<file path="src/rtl/dr_seq_pkg.sv">
// Shared definitions for the data-register load sequencer:
// FSM state encoding, DR function-select codes and the default address width.
package dr_seq_pkg;

  localparam int unsigned ADDR_W_DEF = 16;

  typedef enum logic [1:0] {
    ST_IDLE = 2'd0,
    ST_RUN  = 2'd1,
    ST_DONE = 2'd2
  } state_e;

  // Data register function-select codes
  localparam logic [1:0] FS_SEXT = 2'b00;  // load byte, sign-extend
  localparam logic [1:0] FS_ZEXT = 2'b01;  // load byte, zero-extend
  localparam logic [1:0] FS_SHL  = 2'b10;  // shift left 8, insert byte
  localparam logic [1:0] FS_SHR  = 2'b11;  // shift right 8, insert byte

endpackage

</file>
<file path="src/rtl/dr_seq_addr_gen.sv">
// Byte address generator for the DR load sequencer.
// Build option: DR_SEQ_LITTLE_ENDIAN_EN selects little-endian memory layout
// (MSB at the highest address); default is big-endian (MSB at base).
// All arithmetic wraps modulo 2^ADDR_W.
module dr_seq_addr_gen
  import dr_seq_pkg::*;
#(
  parameter int unsigned ADDR_W = ADDR_W_DEF
) (
  input  logic [ADDR_W-1:0] base_i,
  input  logic [2:0]        n_i,
  input  logic [2:0]        ic_i,
  output logic [ADDR_W-1:0] addr_o
);

  logic [2:0] off;

`ifndef DR_SEQ_LITTLE_ENDIAN_EN
  logic unused_n;
  assign unused_n = ^n_i;
`endif

  // Offset of byte ic from the base, then wrap-around add
  always_comb begin
`ifdef DR_SEQ_LITTLE_ENDIAN_EN
    off = n_i - 3'd1 - ic_i;
`else
    off = ic_i;
`endif
    addr_o = base_i + ADDR_W'(off);
  end

endmodule

</file>
<file path="src/rtl/dr_load_sequencer.sv">
// Sequences byte reads from synchronous memory into the byte-loaded 32-bit
// data register, assembling a 1-4 byte zero/sign-extended operand.
// Endianness is selected in dr_seq_addr_gen via DR_SEQ_LITTLE_ENDIAN_EN.
module dr_load_sequencer
  import dr_seq_pkg::*;
#(
  parameter int unsigned ADDR_W = ADDR_W_DEF
) (
  input  logic              Clock,
  input  logic              Reset,
  input  logic              Start,
  input  logic [ADDR_W-1:0] Addr,
  input  logic [1:0]        Count,
  input  logic              Signed,
  output logic              Busy,
  output logic              Done,
  output logic [ADDR_W-1:0] MemAddr,
  output logic              MemRead,
  output logic              DR_E,
  output logic [1:0]        DR_FunSel
);

  state_e            state_q, state_d;
  logic [ADDR_W-1:0] base_q, base_d;
  logic [2:0]        n_q, n_d;
  logic              sgn_q, sgn_d;
  logic [2:0]        ic_q, ic_d;
  logic [2:0]        cc_q, cc_d;
  logic [ADDR_W-1:0] gen_addr;

  dr_seq_addr_gen #(
    .ADDR_W (ADDR_W)
  ) u_addr_gen (
    .base_i (base_q),
    .n_i    (n_q),
    .ic_i   (ic_q),
    .addr_o (gen_addr)
  );

  // State and operand registers, synchronous reset
  always_ff @(posedge Clock) begin
    if (Reset) begin
      state_q <= ST_IDLE;
      base_q  <= '0;
      n_q     <= '0;
      sgn_q   <= 1'b0;
      ic_q    <= '0;
      cc_q    <= '0;
    end else begin
      state_q <= state_d;
      base_q  <= base_d;
      n_q     <= n_d;
      sgn_q   <= sgn_d;
      ic_q    <= ic_d;
      cc_q    <= cc_d;
    end
  end

  // Next-state and output decode; outputs depend on registered state only.
  // Issue and capture run concurrently, capture trailing issue by one cycle.
  always_comb begin
    state_d   = state_q;
    base_d    = base_q;
    n_d       = n_q;
    sgn_d     = sgn_q;
    ic_d      = ic_q;
    cc_d      = cc_q;
    Busy      = 1'b0;
    Done      = 1'b0;
    MemRead   = 1'b0;
    DR_E      = 1'b0;
    DR_FunSel = FS_SEXT;

    case (state_q)
      ST_IDLE: begin
        if (Start) begin
          base_d  = Addr;
          n_d     = {1'b0, Count} + 3'd1;
          sgn_d   = Signed;
          ic_d    = '0;
          cc_d    = '0;
          state_d = ST_RUN;
        end
      end
      ST_RUN: begin
        Busy = 1'b1;
        if (ic_q < n_q) begin
          MemRead = 1'b1;
          ic_d    = ic_q + 3'd1;
        end
        if (cc_q < ic_q) begin
          DR_E      = 1'b1;
          DR_FunSel = (cc_q == 3'd0) ? (sgn_q ? FS_SEXT : FS_ZEXT) : FS_SHL;
          cc_d      = cc_q + 3'd1;
          if (cc_q + 3'd1 == n_q) state_d = ST_DONE;
        end
      end
      ST_DONE: begin
        Done    = 1'b1;
        state_d = ST_IDLE;
      end
      default: state_d = ST_IDLE;
    endcase

    MemAddr = MemRead ? gen_addr : '0;
  end

endmodule

</file>
<file path="config.mk">
export PLATFORM = sky130hd
export DESIGN_NAME = dr_load_sequencer
export DESIGN_NICKNAME = d
export VERILOG_FILES = /design/src/rtl/dr_seq_pkg.sv /design/src/rtl/dr_seq_addr_gen.sv /design/src/rtl/dr_load_sequencer.sv
export SDC_FILE = /design/constraint.sdc
export NUM_CORES = 1
export LEC_CHECK = 0
export ABC_AREA = 1
export CORE_ASPECT_RATIO = 0.8
export CORE_UTILIZATION = 35
export CTS_BUF_LIST = sky130_fd_sc_hd__clkbuf_4
export CTS_CLUSTER_SIZE = 12
export DETAILED_ROUTE_END_ITERATION = 7
export PLACE_DENSITY = 0.56
export SYNTH_ARGS = -nofsm -noshare
export SYNTH_HDL_FRONTEND = slang
export SYNTH_SLANG_ARGS = --single-unit
</file>
<file path="constraint.sdc">
create_clock -name Clock -period 2.7 [get_ports Clock]
set_clock_uncertainty 0.15 [all_clocks]
set_input_delay 0.54 -clock Clock [delete_from_list [all_inputs] [get_ports Clock]]
set_output_delay 0.54 -clock Clock [all_outputs]
set_load 0.005 [all_outputs]
</file>
==> reports/metrics.yaml, run 1 <==
floorplanning:
  io_pins: 44
  initial_utilization: 0.364
  die_x_um: 82.6
  core_region_area_um2: 5010
  die_area_um2: 5500
  rows: 23
  fp.dieH_um: 66.5
detailed_routing:
  drt_wl_total_um: 5350
  drt_iter0_drc: 147
  drc: 0
  post_drt_wl_per_cell_um: 13.3
  ant_nets: 0
  via_per_inst: 5.02
  drt_pass1_iterations: 5
  vias: 2030
yosys:
  syn_nets: 315
  yosys.area.top_type_share: 0.308
  synth_commonest_cells: "nand2_1 (61), nor2_1 (45), inv_1 (36)"
  syn_avg_cell_area_um2: 6.48
  synthArstFlopShare: 0
  netlist_area_um2: 1820
  synth_area_leaders: "dfxtp_1 (31%), nand2_1 (13%), nor2_1 (9.3%)"
  synth-edff-count: 0
  synth_most_common_cell: "nand2_1"
  synth_area_leader_cell: "dfxtp_1"
  yosysWarnings: 0
  synth-seq-cells: 28
  synth_ff_type: "dfxtp_1"
  ys_seq_area_frac: 0.308
  synth_cell_types: 28
  synthCells: 281
power_and_ir_drop:
  power_leakage_uw: 0.00118
  p_per_area_nw_per_um2: 449
  ir_worst_vdd_mv: 0.315
cts:
  htree_num_levels: 1
  cts-root-buf: "clkbuf_4"
  ctsLongestPathBuffers: 2
  clk_latency_ns: 0.34
  cts_num_sinks: 28
  cts_tree: "yes"
  clk_pin_slew_ns: 0.16
  cts_inserted_buffers: 3
setup_path:
  slowest_delay_ns: 0.39
  path_class: "reg2out"
  worst_setup_path_end_kind: "output pin"
  crit_path_start_kind: "flop"
  path_cells: "ha_4, inv_2, fa_2, inv_2, buf_6, nand2_4, nand2_2, nand2_2, nor3_2, nor3_2, clkbuf_2"
  crit_slowest_cell: "dfxtp_2"
  cp_max_fo: 3
  arrival_ns: 2.02
  reg2regPathDepth: 9
  required_ns: 2.01
global_routing:
  grt_max_degree: 20
  grt_pass1_vias: 1685
  overflow: 0
  grt_pass1_wl_um: 8130
  antenna_found_initial: 0
  track_usage: 0.198
sta:
  worst_slack_ns: -0.00599
  relSlewSlack: 0.700
  post-route-min-period_ns: 2.71
  worst_pin_slew_ns: 0.449
  finalSetupViolCount: 1
  min_period_over_period: 1.00
  hold_viol_final: 0
  rsz0062_at_grt: "true"
  holdWs_ns: 0.344
  slew_viol_final: 0
  fmax_mhz: 370
final_layout:
  seqCellArea_um2: 571
  fillCellCount: 498
  multi_input_area_um2: 1220
  nets: 377
  syn_to_final_growth_pct: 43.3
  antennaDiodeCount: 0
  fin_area_um2: 2610
  final_layout_size_suffix_gt1_frac: 0.243
place:
  placed_area_um2: 2360
  globalplace.congestion: 0.877
  place_hpwl_um: 3720
  portBuffers: 43
hold_path:
  hold_depth: 2
  min_path_type: "reg2reg"
outcome:
  violations: "negative setup slack"
  status: "finished with violations"
run:
  drv_cap: 0
==> sequential cells by signal, indices dropped and copies added (netlist names) <==
signal and count:
state_q 2, ic_q 3, sgn_q 1, cc_q 3, n_q 3, base_q 16
==> what timing repair did <==
| action | CTS | global route |
|---|---|---|
| pin swaps | 9 | 17 |
| gates resized for setup | 64 | 30 |
| hold buffers | 0 | 0 |
| buffers inserted | 6 | 5 |
| endpoints found under the setup margin | 20 | 15 |
| cloned | 0 | 0 |
==> kinds of logic (layout without fill, tap and decap cells) <==
group / after synthesis / count (layout) / share of synthesized area
compound gates: 54 / 54 / 0.155
xor+xnor: 2 / 2 / 0.00962
fa+ha+maj: 12 / 12 / 0.0866
buf+inv: 45 / 106 / 0.102
flops: 28 / 28 / 0.308
simple gates: 140 / 140 / 0.339
==> stage by stage <==
| step | power (uW) | TNS (ns) | instances | util | worst slack, ns |
|---|---|---|---|---|---|
| 2_1_floorplan | 709 | 0 | 281 | - | 0.481 |
| 3_3_place_gp | 853 | -0.107 | 389 | 0.472 | -0.0530 |
| 3_5_place_dp | 852 | -0.229 | 389 | 0.472 | -0.100 |
| 4_1_cts | 1160 | -0.187 | 399 | 0.509 | -0.112 |
| 5_1_grt | 1250 | -0.367 | 404 | 0.521 | -0.104 |
| 6_report | 1170 | -0.00599 | 404 | 0.521 | -0.00599 |
==> power breakdown <==
part	switching (uW)	internal [uW]
logic	215	173
registers	42.7	455
clock network	136	150
==> cell usage in the layout, fill, tap and decap left out, types with 2 or more instances in the layout <==
master	n
nand2_1	51
nor2_1	44
inv_1	34
clkdlybuf4s50_1	24
a21oi_1	23
o21ai_0	23
dfxtp_1	22
buf_4	18
nand3_1	11
nand2_2	10
ha_1	8
clkbuf_2	8
dlygate4sd2_1	6
nor3_1	5
dfxtp_2	5
nor3_2	4
buf_2	4
buf_6	4
a21oi_2	3
nand3_2	3
nor2_4	3
nand4_1	3
ha_4	3
clkbuf_4	3
inv_2	2
nand3_4	2
nand2_4	2
==> routing by layer <==
metal / routed length, um / track usage / vias to the layer above
li1: - / - / 1031
met3: 308 / 0.0301 / 8
met2: 2310 / 0.295 / 79
met1: 2670 / 0.295 / 912
met5: 0 / 0 / -
met4: 71 / 0.0431 / 0
==> worst max-delay path: cells and delay by family, from the launching register on <==
family                   cells  cell delay, ns
adder cells (fa/ha/maj)      2            0.48
buffers and inverters        4            0.34
flip-flops                   1            0.39
AND/OR/NAND/NOR              5            0.47
==> worst paths after layout <==
path         slack [ns]         end        from
min                0.34  base_q[15]  base_q[15]
min reg2reg        0.34  base_q[15]  base_q[15]
max              -0.006  MemAddr[8]   base_q[0]
max reg2reg        0.85     ic_q[1]     ic_q[2]
==> cell type report <==
class	instances	share of cell area
flip-flops and latches	28	0.219
clock inverters	1	0.0115
clock buffers	3	0.00863
inverters	37	0.0552
well taps	62	0.0297
repair buffers	65	0.208
multi-input cells	208	0.468
No activity file was read; power rests on OpenSTA's default activity.
==> run 2, diff against run 1 <==
--- a/config.mk
+++ b/config.mk
@@ -11,7 +11,8 @@
 export CTS_BUF_LIST = sky130_fd_sc_hd__clkbuf_4
 export CTS_CLUSTER_SIZE = 12
 export DETAILED_ROUTE_END_ITERATION = 7
-export PLACE_DENSITY = 0.56
+export PLACE_DENSITY = 0.55
 export SYNTH_ARGS = -nofsm -noshare
 export SYNTH_HDL_FRONTEND = slang
+export SYNTH_HIERARCHICAL = 1
 export SYNTH_SLANG_ARGS = --single-unit
==> run 2 against run 1 <==
  * The run now ends clean
  * First-iteration DRC count down 25%
  * Total power rose by 7.0%
  * Via count shrank 6.7%
  * Clock-buffer cell count stayed put
  * Cell area up 6.2%
  * Highest routed layer unchanged
  * Maximum frequency grew 2.9%
  * Sequential cell count did not move
  * Global-route usage fell by 2.6 points
  * Register-to-register slack better by 0.02 ns
  * Worst hold slack gained 0.0040 ns
  * Non-clock buffer count decreased by 6
==> reports/metrics.yaml, run 2 <==
outcome:
  status: "complete, no violations"  # was finished with violations
setup_path:
  crit_slowest_cell: "dfxtp_2"  # unchanged
  path_class: "reg2out"  # unchanged
  arrival_ns: 1.94  # was 2.02 ns
  r2r_start: "ic_q[1]"  # was ic_q[2]
  cpMostUsedCell: "nand2_4"
  path_cells: "ha_4, fa_2, nand3_2, nand2_4, buf_6, nand2_4, xnor2_2, inv_1, nor2_1, buf_2"  # was ha_4, inv_2, fa_2, inv_2, buf_6, nand2_4, nand2_2, nand2_2, nor3_2, nor3_2, clkbuf_2
  rrSetupSlack_ns: 0.87  # was 0.85 ns
  critPathTopFamily: "adder cells"  # unchanged
  worst_setup_path_end_kind: "output pin"  # unchanged
  slowest_delay_ns: 0.37  # was 0.39 ns
  timing.rr.end: "cc_q[0]"  # was ic_q[1]
  crit_path_start_kind: "flop"  # unchanged
  crit_buf_inv: 3  # was 4
  cp_max_fo: 3  # unchanged
  reg2regPathDepth: 13  # was 9
  required_ns: 2.01  # about the same
power_and_ir_drop:
  totalPowerFinal_uw: 1250  # was 1170 uW
  ir_worst_vdd_mv: 0.242  # was 0.315 mV
  power_leakage_uw: 0.00145  # was 0.00118 uW
  p_per_area_nw_per_um2: 453  # was 449 nW/um2
sta:
  finalSetupViolCount: 0  # was 1
  rsz0062_at_grt: "true"  # unchanged
  holdWs_ns: 0.348  # was 0.344 ns
  fmax_mhz: 380  # was 370 MHz
  worst_pin_slew_ns: 0.294  # was 0.449 ns
  relSlewSlack: 0.804  # was 0.700
  min_period_over_period: 0.974  # was 1.00
  post-route-min-period_ns: 2.63  # was 2.71 ns
  worst_slack_ns: 0.0713  # was -0.00599 ns
  slew_viol_final: 0  # unchanged
  hold_viol_final: 0  # unchanged
yosys:
  netlist_area_um2: 1930  # was 1820 um2
  synth_ff_type: "dfxtp_1"  # unchanged
  synth-edff-count: 0  # unchanged
  syn_avg_cell_area_um2: 6.50  # was 6.48 um2
  synth_area_leaders: "dfxtp_1 (29%), nand2_1 (14%), inv_1 (11%)"  # was dfxtp_1 (31%), nand2_1 (13%), nor2_1 (9.3%)
  synth_commonest_cells: "nand2_1 (74), inv_1 (58), nor2_1 (36)"  # was nand2_1 (61), nor2_1 (45), inv_1 (36)
  synth-seq-cells: 28  # unchanged
  synthCells: 297  # was 281
  syn_nets: 331  # was 315
  synthArstFlopShare: 0  # unchanged
  yosys.area.top_type_share: 0.290  # was 0.308
  yosysWarnings: 6  # was 0
  synth_area_leader_cell: "dfxtp_1"  # unchanged
  ys_seq_area_frac: 0.290  # was 0.308
  synth_cell_types: 27  # was 28
  synth_most_common_cell: "nand2_1"  # unchanged
cts:
  ctsLongestPathBuffers: 2  # unchanged
  cts_inserted_buffers: 3  # unchanged
  htree_num_levels: 1  # unchanged
  cts_tree: "yes"  # unchanged
  cts_num_sinks: 28  # unchanged
  cts-root-buf: "clkbuf_4"  # unchanged
  clk_latency_ns: 0.34  # about the same
  clk_pin_slew_ns: 0.17  # was 0.16 ns
place:
  portBuffers: 43  # unchanged
  preCtsSetupSlack_ns: -0.00369  # was -0.100 ns
  globalplace.congestion: 0.793  # was 0.877
  place_hpwl_um: 3500  # was 3720 um
final_layout:
  syn_to_final_growth_pct: 43.5  # was 43.3%
  nets: 390  # was 377
  final_layout_size_suffix_gt1_frac: 0.223  # was 0.243
  largest_register_ffs: 16  # unchanged
  regMostFlops: "base_q"  # unchanged
  layout_common_cells: "nand2_1 (70), inv_1 (58), nor2_1 (34), clkdlybuf4s50_1 (23), dfxtp_1 (21)"  # was nand2_1 (51), nor2_1 (44), inv_1 (34), clkdlybuf4s50_1 (24)
  post-route-util: 0.538  # was 0.521
  antennaDiodeCount: 0  # unchanged
  final_common_cell: "nand2_1"  # unchanged
  fillCellCount: 525  # was 498
detailed_routing:
  drt_iter0_drc: 110  # was 147
  via_per_inst: 4.54  # was 5.02
  vias: 1893  # was 2,030
  drc: 0  # unchanged
  ant_nets: 0  # unchanged
  drt_wl_total_um: 4760  # was 5350 um
  drt_pass1_iterations: 4  # was 5
  post_drt_wl_per_cell_um: 11.4  # was 13.3 um
global_routing:
  grt_max_degree: 19  # was 20
  antenna_found_initial: 0  # unchanged
  met3_usage: 0.0338  # was 0.0301
  grt_pass1_wl_um: 7820  # was 8130 um
  grt_util_met2: 0.276  # was 0.295
  grt_pass1_vias: 1677  # was 1,685
  use_met1: 0.240  # was 0.295
  track_usage: 0.172  # was 0.198
  busiest_layer: "met2"  # unchanged
  overflow: 0  # unchanged
floorplanning:
  die_area_um2: 5820  # was 5500 um2
  initial_utilization: 0.375  # was 0.364
  die_x_um: 85.0  # was 82.6 um
  core_region_area_um2: 5150  # was 5010 um2
  io_pins: 44  # unchanged
  fp.dieH_um: 68.4  # was 66.5 um
  rows: 23  # unchanged
hold_path:
  min_to: "n_q[1]"  # was base_q[15]
  hold_depth: 2  # unchanged
  hp-start: "n_q[1]"  # was base_q[15]
  min_path_type: "reg2reg"  # unchanged
run:
  drv_cap: 0  # unchanged
==> run 2: cell types whose count changed after synthesis, moves of 7 or more <==
cell	change
o21ai_1	+11
xnor2_1	+7
o21ai_0	-12
a21oi_1	-20
nor2_1	-9
nand2_1	+13
inv_1	+22
==> run 2: repair_timing <==
item                                    4_1_cts  5_1_grt
gates resized for setup                      52       33
pin swaps                                     5       13
cloned                                        0        0
endpoints found under the setup margin       20       16
hold buffers                                  0        0
setup buffers                                 5        4
==> run 2: worst register-to-register path, stage by stage (launching register included) <==
cell	delay [ns]
dfxtp_4	0.40
buf_4	0.10
inv_1	0.04
ha_1	0.28
nand2_1	0.06
inv_1	0.04
nand2_2	0.06
nand3_2	0.09
buf_4	0.16
buf_4	0.13
nand2_4	0.07
nand2_1	0.06
nand2_1	0.06
nor2_1	0.03
==> run 2: logic make-up (layout without fill, tap and decap cells) <==
family,count (synthesis),after routing,share of synthesized area
compound gates,30,30,0.0778
buf+inv,67,125,0.145
xor+xnor,12,12,0.0544
fa+ha+maj,12,12,0.0817
flops,28,28,0.290
simple gates,148,148,0.351
==> run 2: report_power, final <==
part	internal (uW)	switching, uW	leakage (uW)	total, uW
registers	460	55.4	0.000233	515
logic	218	236	0.00119	454
clock network	150	135	0.0000279	285
total	828	426	0.00145	1250
==> run 2: worst max path at each step <==
stage	start	end	cells after the start
global placement	base_q[0]	MemAddr[10]	9
CTS	base_q[1]	MemAddr[7]	8
global route	base_q[0]	MemAddr[6]	10
detailed placement	base_q[0]	MemAddr[10]	9
floorplan	ic_q[0]	MemAddr[10]	8
finish	base_q[0]	MemAddr[6]	10
==> run 2: through the flow <==
step                      TNS [ns]  area, um2  cells
after global placement           0       2450    404
after floorplan                  0       1930    297
after detailed placement  -0.00369       2450    404
final                            0       2770    417
after CTS                    -1.13       2620    413
after global routing        -0.152       2770    417
==> run 2: layer usage <==
metal | vias up | wire length (um) | share of wire
met2 | 42 | 2010 | 0.42
li1 | 1019 | - | -
met3 | 2 | 245 | 0.051
met5 | - | 0 | 0
met1 | 830 | 2480 | 0.52
met4 | 0 | 23 | 0.0048
==> run 2: final cells by class <==
| class | count | area [um2] | area share |
|---|---|---|---|
| timing repair buffer | 59 | 558 | 0.201 |
| inverter | 62 | 235 | 0.0849 |
| clock buffer | 3 | 22.5 | 0.00813 |
| tap | 62 | 77.6 | 0.0280 |
| clock inverter | 1 | 30.0 | 0.0108 |
| multi-input combinational | 202 | 1270 | 0.460 |
| sequential | 28 | 572 | 0.206 |
